<file path="config.mk">
export PLATFORM = sky130hd
export DESIGN_NAME = callret_ctrl
export DESIGN_NICKNAME = d
export VERILOG_FILES = /design/src/rtl/callret_ctrl.sv
export SDC_FILE = /design/constraint.sdc
export NUM_CORES = 1
export LEC_CHECK = 0
export CORE_UTILIZATION = 45
export CTS_BUF_LIST = sky130_fd_sc_hd__clkbuf_4
export DETAILED_ROUTE_END_ITERATION = 10
export MAX_ROUTING_LAYER = met4
export PLACE_DENSITY = 0.87
export SYNTH_ARGS = -nofsm -noshare
export SYNTH_HDL_FRONTEND = slang
export SYNTH_SLANG_ARGS = --single-unit
</file>
<file path="constraint.sdc">
create_clock -name clock -period 4.4 [get_ports clock]
set_input_delay 1.1 -clock clock [delete_from_list [all_inputs] [get_ports clock]]
set_output_delay 1.1 -clock clock [all_outputs]
set_load 0.01 [all_outputs]
</file>
<file path="src/rtl/callret_ctrl.sv">
// Return-address stack sequencer: arbitrates CALL/RET (and optional IRQ entry),
// strobes the stack, redirects the PC and latches overflow/underflow faults.
// Optional feature macro: CALLRET_IRQ_EN enables interrupt entry handling.
module callret_ctrl #(
    parameter int          DEPTH      = 8,
    parameter int          LVL_W      = 4,
    parameter logic [31:0] IRQ_VECTOR = 32'h0000_0010
) (
    input  logic             clock,
    input  logic             reset,
    input  logic             call_req,
    input  logic             ret_req,
    input  logic [31:0]      call_target,
    input  logic [31:0]      return_pc,
    input  logic [31:0]      cur_pc,
    input  logic             irq_req,
    output logic             irq_ack,
    output logic             stack_push,
    output logic             stack_pop,
    output logic [31:0]      stack_wdata,
    input  logic [31:0]      stack_rdata,
    output logic             pc_load,
    output logic [31:0]      pc_next,
    output logic             busy,
    output logic [LVL_W-1:0] depth,
    output logic             fault,
    output logic [1:0]       fault_code,
    input  logic             fault_clr
);

    typedef enum logic [2:0] {
        IDLE,
        PUSH,
        POP,
        WAIT,
        LOAD,
        FAULT
    } state_t;

    localparam logic [1:0] CODE_OVERFLOW  = 2'b01;
    localparam logic [1:0] CODE_UNDERFLOW = 2'b10;

    state_t      state;
    logic [31:0] target;
    logic        irq_win;
    logic        full;
    logic        empty;

`ifdef CALLRET_IRQ_EN
    assign irq_win = irq_req;
`else
    logic unused_irq;
    assign irq_win    = 1'b0;
    assign unused_irq = &{1'b0, irq_req, cur_pc};
`endif

    assign full  = (depth == LVL_W'(DEPTH));
    assign empty = (depth == '0);

    // Redirect target is latched at accept so pc_next only changes alongside pc_load.
    always_ff @(posedge clock) begin
        if (!reset) begin
            state       <= IDLE;
            target      <= '0;
            irq_ack     <= 1'b0;
            stack_push  <= 1'b0;
            stack_pop   <= 1'b0;
            stack_wdata <= '0;
            pc_load     <= 1'b0;
            pc_next     <= '0;
            busy        <= 1'b0;
            depth       <= '0;
            fault       <= 1'b0;
            fault_code  <= 2'b00;
        end else begin
            irq_ack    <= 1'b0;
            stack_push <= 1'b0;
            stack_pop  <= 1'b0;
            pc_load    <= 1'b0;
            case (state)
                IDLE: begin
                    if (irq_win) begin
                        busy <= 1'b1;
                        if (full) begin
                            state      <= FAULT;
                            fault      <= 1'b1;
                            fault_code <= CODE_OVERFLOW;
                        end else begin
                            state       <= PUSH;
                            stack_push  <= 1'b1;
                            stack_wdata <= cur_pc;
                            target      <= IRQ_VECTOR;
                            irq_ack     <= 1'b1;
                            depth       <= depth + LVL_W'(1);
                        end
                    end else if (ret_req) begin
                        busy <= 1'b1;
                        if (empty) begin
                            state      <= FAULT;
                            fault      <= 1'b1;
                            fault_code <= CODE_UNDERFLOW;
                        end else begin
                            state     <= POP;
                            stack_pop <= 1'b1;
                            depth     <= depth - LVL_W'(1);
                        end
                    end else if (call_req) begin
                        busy <= 1'b1;
                        if (full) begin
                            state      <= FAULT;
                            fault      <= 1'b1;
                            fault_code <= CODE_OVERFLOW;
                        end else begin
                            state       <= PUSH;
                            stack_push  <= 1'b1;
                            stack_wdata <= return_pc;
                            target      <= call_target;
                            depth       <= depth + LVL_W'(1);
                        end
                    end
                end
                PUSH: begin
                    state   <= LOAD;
                    pc_load <= 1'b1;
                    pc_next <= target;
                end
                POP: begin
                    state <= WAIT;
                end
                // Stack output becomes valid the cycle after the pop strobe.
                WAIT: begin
                    state   <= LOAD;
                    pc_load <= 1'b1;
                    pc_next <= stack_rdata;
                end
                LOAD: begin
                    state <= IDLE;
                    busy  <= 1'b0;
                end
                FAULT: begin
                    if (fault_clr) begin
                        state      <= IDLE;
                        busy       <= 1'b0;
                        fault      <= 1'b0;
                        fault_code <= 2'b00;
                    end
                end
                default: begin
                    state <= IDLE;
                    busy  <= 1'b0;
                end
            endcase
        end
    end

endmodule

</file>
==> impl_metrics.csv, run 1 <==
group,metric,value,unit
yosys,synth_flop_cell,"dfxtp_1",
global_routing,grt_usage,22.9,%
global_routing,grt-ovfl-total,0,
clock_tree,insertion_delay,430,ps
power,pwr-share-clk,13.0,%
flow_run,cap_viol_max_count,0,
sta,max_freq,318,MHz
global_routing,grt_max_degree,65,
power,total_power,3.42,mW
power,p_int,2.14,mW
floorplanning,die_area,10200,um^2
worst_setup_path,r2r_cells,5,
floorplanning,core_area,9330,um^2
yosys,synth_top_area_share,50.1,%
yosys,synth_top_area_cell,"dfxtp_1",
cells_and_area,multiInputGateArea,1950,um^2
worst_hold_path,min_from,"stack_wdata[13]$_SDFFE_PN0P_",
power,p_sw_share,37.5,%
yosys,async_flop_share,0,%
clock_tree,cts_buffers,9,
worst_setup_path,timing.rr.start,"depth[3]$_SDFFE_PN0P_",
detailed_routing,drt_iter0_markers,116,
power,power.density,545,nW/um^2
global_routing,grt_pass1_vias,3943,
yosys,synth_common_cells,"nand2_1, dfxtp_1, a21oi_1",
yosys,synth-seq-area-share,50.1,%
power,peakVddDrop,0.234,mV
cells_and_area,design_area,6270,um^2
sta,setup_ws,1250,ps
worst_setup_path,r2r_end,"target[9]$_SDFFE_PN0P_",
floorplanning,fp-row-count,35,
worst_setup_path,crit_path_start_kind,"input port",
place,port_buffers,175,
worst_setup_path,critPathKind,"input port to flip-flop",
cells_and_area,nFillCells,769,
worst_hold_path,whs_path_depth,2,
power,switchingPower,1.28,mW
global_routing,grt_pass1_wl,18100,um
yosys,synth.area.top_cells,"dfxtp_1, nand2_1, a21oi_1",
sta,hold_violations,0,
clock_tree,cts_tree,"yes",
yosys,netlist-cell-type-count,38,
sta,relSlewSlack,57.3,%
floorplanning,start_util,47.1,%
worst_hold_path,worstHoldEndpoint,"stack_wdata[13]$_SDFFE_PN0P_",
clock_tree,ctsHoldBuffers,0,
clock_tree,path_clk_slew,140,ps
detailed_routing,routed-via-count,4088,
floorplanning,die_w,101,um
sta,worst_pin_slew,641,ps
cells_and_area,antennaDiodeCount,0,
sta,finalSetupTns,0,ps
place,dpl.cell_count,782,
sta,drv_slew,0,
sta,period_minus_slack,3150,ps
run_status,outcome,"completed",
yosys,synth_edf_count,0,
place,dpl_worst_slack,832,ps
power,pwr-share-comb,45.8,%
detailed_routing,post_drt_wl_per_cell,14.1,um
clock_tree,clock_path_buffers,2,
clock_tree,post_cts_buffers,0,
worst_setup_path,endpoint_kind,"flip-flop",
worst_setup_path,crit_path_max_fanout,30,
cells_and_area,post-route-util,67.2,%
power,p_seq_share,41.2,%
yosys,syn_inst,510,
clock_tree,ctsResizeCount,0,
global_routing,antenna_found_initial,0,
yosys,syn-num-nets,647,
cells_and_area,layout.nets,801,
sta,rsz0062_at_grt,"false",
detailed_routing,post_drt_via_cell_ratio,5.13,
cells_and_area,layout-drive-gt1-share,5.09,%
place,hpwl,8020,um
yosys,yosysMostFrequentCell,"nand2_1",
cells_and_area,ff_latch_area,2200,um^2
worst_hold_path,hp-class,"flip-flop to flip-flop",
yosys,ys_seq_elements,110,
detailed_routing,drc,0,
cells_and_area,layoutNonFillerInstCount,797,
detailed_routing,first_pass_iters,4,
clock_tree,cts.sinks,110,
detailed_routing,drt_wl_total,11300,um
cells_and_area,synthToLayoutAreaGrowth,42.7,%
sta,min_period_over_period,71.5,%
clock_tree,clockRootBuffer,"clkbuf_4",
yosys,yosys_warnings,0,
place,placed_area,6160,um^2
sta,fin_hold_ws,465,ps
yosys,synth_area_per_cell,8.62,um^2
floorplanning,io_pins,210,
detailed_routing,ant_nets,0,
power,p_leak,2.13,nW
worst_setup_path,crit_required,4730,ps
clock_tree,cts_htree_levels,3,
worst_setup_path,cp.arrival,3480,ps
sta,setup_violations,0,
floorplanning,die_h,101,um
place,gp_congestion,0.778,
worst_setup_path,reg2reg_slack,2250,ps
sta,finalClockSkew,33.7,ps
yosys,syn_area,4390,um^2
-- final cells by class --
| class | count | area share, % |
|---|---|---|
| repair buffers | 182 | 29.0 |
| well taps | 129 | 2.57 |
| inverters | 6 | 0.359 |
| clock inverters | 6 | 0.738 |
| clock buffers | 9 | 1.08 |
| flip-flops and latches | 110 | 35.1 |
| multi-input cells | 355 | 31.1 |
-- cell usage in the layout, fill, tap and decap left out, drive strengths merged, types with 2 or more instances in the layout --
cell / Yosys / final
a211oi: 32 / 32
a21oi: 72 / 72
and3: 2 / 2
buf: 20 / 7
clkbuf: 19 / 9
clkdlybuf4s50: 0 / 175
clkinv: 0 / 2
clkinvlp: 0 / 2
dfxtp: 110 / 110
ha: 2 / 2
inv: 6 / 8
mux2i: 35 / 35
nand2: 132 / 132
nand3: 6 / 6
nor2: 42 / 42
nor3: 4 / 4
o21a: 2 / 2
o21ai: 5 / 5
or3: 3 / 3
or4: 2 / 2
xor2: 2 / 2
-- flip-flops by register name, indices dropped and copies added (netlist names), 2 cells and up --
signal and count:
fault_code 2, pc_next 32, depth 4, target 32, state 3, stack_wdata 32
-- layer usage --
| metal | vias up | track usage [%] | share of wire, % |
|---|---|---|---|
| met1 | 1890 | 26.1 | 41 |
| met2 | 148 | 38.5 | 49 |
| met3 | 22 | 5.48 | 6.7 |
| met4 | 0 | 9.48 | 3.0 |
| li1 | 2028 | - | - |
| met5 | - | - | 0 |
-- cells by family after synthesis --
kind of cell,count (synthesis),synth area share [%]
adder cells (fa/ha/maj),3,1.02
AO/OA/AOI/OAI,115,15.7
buffers and inverters,45,5.81
other,1,0.0853
multiplexers,35,7.97
flip-flops,110,50.1
XOR/XNOR,2,0.399
AND/OR/NAND/NOR,199,18.9
-- power by group through the flow --
stage                     registers (mW)  logic [mW]  clock network, mW
after floorplan                     1.48       0.905                  0
after global placement              1.41        1.52                  0
after detailed placement            1.43        1.58                  0
after CTS                           1.41        1.58              0.458
after global routing                1.44        1.72              0.502
final                               1.41        1.56              0.446
-- worst max-delay path by stage --
stage,to,startpoint
2_1_floorplan,depth[2]$_SDFFE_PN0P_,ret_req
3_5_place_dp,target[11]$_SDFFE_PN0P_,ret_req
4_1_cts,target[9]$_SDFFE_PN0P_,ret_req
3_3_place_gp,target[9]$_SDFFE_PN0P_,ret_req
6_report,target[9]$_SDFFE_PN0P_,ret_req
5_1_grt,target[9]$_SDFFE_PN0P_,ret_req
-- worst max-delay path: stages --
cell,delay (ps)
clkdlybuf4s50_1,630
nor2_1,430
and4_2,710
buf_4,380
nand2_1,80
a21oi_1,140
Power figures use the tool's default switching activity.
==> inputs of run 2 (changes only) <==
--- a/config.mk
+++ b/config.mk
@@ -5,11 +5,11 @@
 export SDC_FILE = /design/constraint.sdc
 export NUM_CORES = 1
 export LEC_CHECK = 0
-export CORE_UTILIZATION = 45
+export CORE_UTILIZATION = 42
 export CTS_BUF_LIST = sky130_fd_sc_hd__clkbuf_4
 export DETAILED_ROUTE_END_ITERATION = 10
 export MAX_ROUTING_LAYER = met4
-export PLACE_DENSITY = 0.87
+export PLACE_DENSITY = 0.82
 export SYNTH_ARGS = -nofsm -noshare
 export SYNTH_HDL_FRONTEND = slang
 export SYNTH_SLANG_ARGS = --single-unit
==> constraint.sdc (replaced) <==
create_clock -name clock -period 3.2 [get_ports clock]
set_input_delay 0.8 -clock clock [delete_from_list [all_inputs] [get_ports clock]]
set_output_delay 0.8 -clock clock [all_outputs]
set_load 0.01 [all_outputs]
==> run 2 against run 1 <==
- wire length is 1.4% lower
- flip-flop and latch count stayed put
- global-route usage is 1.7 points lower
- via count is 0.76% lower
- die area is 7.0% higher
- cell area is 1.1% higher
- utilization is 3.6 points lower
- non-clock buffer count is 1 higher
- total power is 40% higher
- critical path type unchanged
- highest routed layer unchanged
==> impl_metrics.csv, run 2 (same netlist as run 1, synthesis figures left out) <==
group,metric,value,unit
detailed_routing,drt_iter0_markers,240,
cells_and_area,antennaDiodeCount,0,
worst_setup_path,path_cells,"clkdlybuf4s50_1, ha_1, nand3_1, and3_1, nor4_1, mux2i_1",
sta,fin_hold_ws,463,ps
cells_and_area,post-route-util,63.7,%
global_routing,grt_pass1_wl,18200,um
worst_setup_path,crit_path_start_kind,"input port",
sta,setup_ws,799,ps
floorplanning,io_pins,210,
detailed_routing,routed-via-count,4057,
cells_and_area,reg_top3,"pc_next: 32 flops, stack_wdata: 32 flops, target: 32 flops",
worst_setup_path,cp.arrival,2790,ps
detailed_routing,drc,0,
global_routing,antenna_found_initial,0,
cells_and_area,nFillCells,841,
sta,hold_violations,0,
worst_setup_path,cpPeakStageDelay,610,ps
sta,setup_violations,0,
floorplanning,die_area,10900,um^2
clock_tree,clockRootBuffer,"clkbuf_4",
place,gp_congestion,0.859,
run_status,outcome,"completed",
flow_run,cap_viol_max_count,0,
cells_and_area,synthToLayoutAreaGrowth,44.2,%
sta,period_minus_slack,2400,ps
floorplanning,die_h,104,um
power,total_power,4.80,mW
worst_setup_path,crit_required,3590,ps
clock_tree,cts_htree_levels,3,
power,power.density,757,nW/um^2
floorplanning,start_util,44.1,%
sta,rsz0062_at_grt,"false",
cells_and_area,layout.nets,802,
sta,min_period_over_period,75.0,%
place,port_buffers,175,
power,p_leak,2.16,nW
clock_tree,insertion_delay,440,ps
global_routing,grt_max_degree,42,
floorplanning,die_w,104,um
sta,worst_pin_slew,569,ps
clock_tree,ctsResizeCount,0,
place,placed_area,6190,um^2
floorplanning,core_area,9950,um^2
place,dpl_worst_slack,349,ps
global_routing,grt_pass1_vias,3903,
worst_setup_path,endpoint_kind,"flip-flop",
place,dpl.cell_count,787,
clock_tree,path_clk_slew,170,ps
detailed_routing,first_pass_iters,5,
clock_tree,cts_tree,"yes",
cells_and_area,final_common_cell,"clkdlybuf4s50_1",
detailed_routing,post_drt_via_cell_ratio,5.05,
sta,drv_slew,0,
sta,relSlewSlack,62.1,%
floorplanning,fp-row-count,36,
sta,finalClockSkew,19.7,ps
worst_setup_path,crit_slowest_cell,"clkdlybuf4s50_1",
clock_tree,cts.sinks,110,
sta,finalSetupTns,0,ps
cells_and_area,design_area,6340,um^2
global_routing,grt-ovfl-total,0,
cells_and_area,layoutNonFillerInstCount,803,
power,peakVddDrop,0.337,mV
detailed_routing,ant_nets,0,
global_routing,grt_usage,21.2,%
detailed_routing,drt_wl_total,11100,um
worst_setup_path,crit_path_max_fanout,10,
sta,max_freq,416,MHz
cells_and_area,layout-drive-gt1-share,5.22,%
worst_setup_path,critPathKind,"input port to flip-flop",
place,hpwl,8010,um
cells_and_area,most-common-layout-cells,"clkdlybuf4s50_1, nand2_1, dfxtp_1, a21oi_1, nor2_1",
clock_tree,cts_buffers,9,
clock_tree,post_cts_buffers,0,
worst_hold_path,hp-class,"flip-flop to flip-flop",
detailed_routing,post_drt_wl_per_cell,13.8,um
clock_tree,ctsHoldBuffers,0,
clock_tree,clock_path_buffers,2,
==> run 2: path summary, 6_finish.rpt <==
check                                            start                       to  slack (ps)  cells past startpoint
worst max-delay path                           ret_req    depth[3]$_SDFFE_PN0P_         800                      6
worst min-delay path            target[5]$_SDFFE_PN0P_   target[5]$_SDFFE_PN0P_         460                      2
worst max register to register   state[0]$_SDFFE_PN0P_  pc_next[8]$_SDFFE_PN0P_        1200                      5
worst min register to register  target[5]$_SDFFE_PN0P_   target[5]$_SDFFE_PN0P_         460                      2
==> run 2: power breakdown <==
group	leakage (nW)	internal, mW	switching (mW)
Sequential	0.899	1.71	0.233
Clock	0.0754	0.254	0.447
Combinational	1.18	1.08	1.07
==> run 2: cell type report <==
| type | instances | area [um^2] | area share, % |
|---|---|---|---|
| Sequential cell | 110 | 2200 | 34.8 |
| Clock buffer | 10 | 75.1 | 1.18 |
| Clock inverter | 6 | 67.6 | 1.07 |
| Multi-Input combinational cell | 355 | 1950 | 30.8 |
| Timing Repair Buffer | 183 | 1850 | 29.2 |
| Inverter | 6 | 22.5 | 0.355 |
| Tap cell | 133 | 166 | 2.63 |
==> run 2: worst max-delay path, delay by kind of cell <==
family | cells | cell delay [ps]
buf+inv | 1 | 610
simple gates | 3 | 710
fa+ha+maj | 1 | 440
mux | 1 | 230
==> run 2: routing by layer <==
metal / global-route usage [%] / routed length [um]
met3: 5.14 / 621
met1: 24.8 / 4910
met5: - / 0
met4: 4.80 / 114
met2: 36.6 / 5460
==> inputs of run 3 (changes only) <==
==> constraint.sdc (replaced) <==
create_clock -name clock -period 2.4 [get_ports clock]
set_input_delay 0.6 -clock clock [delete_from_list [all_inputs] [get_ports clock]]
set_output_delay 0.6 -clock clock [all_outputs]
set_load 0.01 [all_outputs]
==> run 3 against run 2 <==
- wire length rose by 0.83%
- setup slack got worse by 500 ps
- cell count rose by 0.75%
- clock power rose by 46%
- sequential share of layout area fell by 0.53 points
- global-route usage rose by 0.24 points
- register-to-register slack got worse by 560 ps
- die area did not move
- critical endpoint is now depth[0]
==> impl_metrics.csv, run 3 (same netlist as run 1, synthesis figures left out) <==
group,metric,value,unit
clock_tree,insertion_delay,430,ps
sta,setup_ws,298,ps
sta,period_minus_slack,2100,ps
clock_tree,cts_htree_levels,3,
power,p_seq_share,40.2,%
sta,relSlewSlack,59.6,%
worst_setup_path,crit_buf_inv,1,
cells_and_area,most-common-layout-cells,"clkdlybuf4s50_1, nand2_1, dfxtp_1, a21oi_1, nor2_1",
cells_and_area,final_common_cell,"clkdlybuf4s50_1",
power,p_sw_share,35.8,%
sta,rsz0062_at_grt,"false",
worst_setup_path,crit_path_max_fanout,8,
power,pwr-share-clk,15.5,%
power,peakVddDrop,0.509,mV
detailed_routing,post_drt_via_cell_ratio,4.97,
global_routing,grt-ovfl-total,0,
cells_and_area,synthToLayoutAreaGrowth,46.4,%
sta,worst_pin_slew,606,ps
cells_and_area,ff_latch_area,2200,um^2
global_routing,grt_pass1_vias,3973,
detailed_routing,routed-via-count,4021,
clock_tree,clock_path_buffers,2,
sta,finalClockSkew,23.6,ps
sta,drv_slew,0,
cells_and_area,multiInputGateArea,1950,um^2
worst_setup_path,endpoint_kind,"output port",
worst_setup_path,reg2reg_slack,640,ps
power,p_int,4.21,mW
detailed_routing,drt_wl_total,11200,um
clock_tree,ctsResizeCount,0,
worst_setup_path,path_cells,"clkdlybuf4s50_1",
worst_setup_path,critical_path.top_delay_family,"buffers and inverters",
place,dpl.cell_count,794,
sta,min_period_over_period,87.6,%
place,dpl_worst_slack,-34.0,ps
global_routing,antenna_found_initial,0,
worst_setup_path,crit_required,1800,ps
clock_tree,clockRootBuffer,"clkbuf_4",
floorplanning,die_area,10900,um^2
clock_tree,cts_tree,"yes",
detailed_routing,post_drt_wl_per_cell,13.8,um
power,power.density,1020,nW/um^2
floorplanning,fp-row-count,36,
sta,hold_violations,0,
cells_and_area,antennaDiodeCount,0,
worst_setup_path,cpPeakStageDelay,590,ps
power,switchingPower,2.35,mW
floorplanning,start_util,44.1,%
sta,setup_violations,0,
cells_and_area,layout.nets,809,
cells_and_area,nFillCells,825,
worst_setup_path,crit_slowest_cell,"clkdlybuf4s50_1",
worst_setup_path,critPathKind,"flip-flop to output port",
clock_tree,cts.sinks,110,
worst_hold_path,hp-class,"flip-flop to flip-flop",
power,pwr-share-comb,44.2,%
clock_tree,post_cts_buffers,0,
flow_run,cap_viol_max_count,0,
global_routing,grt_usage,21.4,%
global_routing,grt_max_degree,65,
place,port_buffers,175,
sta,max_freq,476,MHz
worst_setup_path,cp.arrival,1500,ps
cells_and_area,layout-drive-gt1-share,6.21,%
cells_and_area,reg_top3,"pc_next: 32 flops, stack_wdata: 32 flops, target: 32 flops",
clock_tree,ctsHoldBuffers,0,
place,hpwl,8180,um
cells_and_area,layoutNonFillerInstCount,809,
detailed_routing,first_pass_iters,5,
clock_tree,path_clk_slew,150,ps
run_status,outcome,"completed",
detailed_routing,drc,0,
global_routing,grt_pass1_wl,18700,um
detailed_routing,drt_iter0_markers,166,
floorplanning,io_pins,210,
power,p_leak,2.21,nW
floorplanning,die_w,104,um
place,gp_congestion,0.821,
worst_setup_path,crit_path_start_kind,"flip-flop",
floorplanning,die_h,104,um
floorplanning,core_area,9950,um^2
clock_tree,cts_buffers,9,
detailed_routing,ant_nets,0,
run 3: changes by cell type in the layout (fill, tap and decap cells not counted):
| cell | previous run | this run |
|---|---|---|
| buf_12 | 3 | 5 |
| clkbuf_4 | 10 | 9 |
| clkinv_4 | 0 | 3 |
| clkinvlp_4 | 1 | 0 |
| clkinv_1 | 1 | 0 |
| bufinv_16 | 1 | 2 |
| inv_6 | 3 | 1 |
| buf_4 | 5 | 10 |
run 3: stage by stage:
step           utilization, %  setup TNS, ps  hold WS (ps)  area [um^2]  power, mW
3_3_place_gp             63.0              0           441         6270       5.49
2_1_floorplan               -              0           436         4390       4.37
6_report                 64.6              0           461         6430       6.56
4_1_cts                  64.6              0           465         6430       6.63
3_5_place_dp             63.0          -64.5           446         6270       5.61
5_1_grt                  64.6              0           484         6430       7.02
run 3: tightest hold or removal path, stage by stage, from the launching register on:
cell	delay, ps
dfxtp_1	340
nand2_1	50
a21oi_1	50
run 3: worst paths after layout:
| kind | endpoint | startpoint | cells after the start |
|---|---|---|---|
| max | depth[0] | depth[0]$_SDFFE_PN0P_ | 1 |
| min reg2reg | stack_wdata[25]$_SDFFE_PN0P_ | stack_wdata[25]$_SDFFE_PN0P_ | 2 |
| min | stack_wdata[25]$_SDFFE_PN0P_ | stack_wdata[25]$_SDFFE_PN0P_ | 2 |
| max reg2reg | depth[3]$_SDFFE_PN0P_ | state[1]$_SDFFE_PN0P_ | 4 |
run 3: power groups by stage:
stage               clock [mW]  sequential [mW]  combinational (mW)
floorplan                    0             2.71                1.66
global placement             0             2.66                2.84
detailed placement           0             2.69                2.92
CTS                       1.06             2.64                2.93
global route              1.13             2.71                3.18
finish                    1.02             2.64                2.90
run 3: final cells by class:
class	count	area share, %
sequential	110	34.2
timing repair buffer	190	29.9
clock inverter	6	1.48
multi-input combinational	355	30.3
inverter	6	0.350
tap	133	2.59
clock buffer	9	1.05
run 3: metal layers:
layer,vias to the layer above,wire length [um],GRT usage [%]
met1,1823,5010,26.1
met4,0,176,6.43
met5,-,0,-
met3,13,635,4.39
li1,2045,-,-
met2,140,5380,35.6
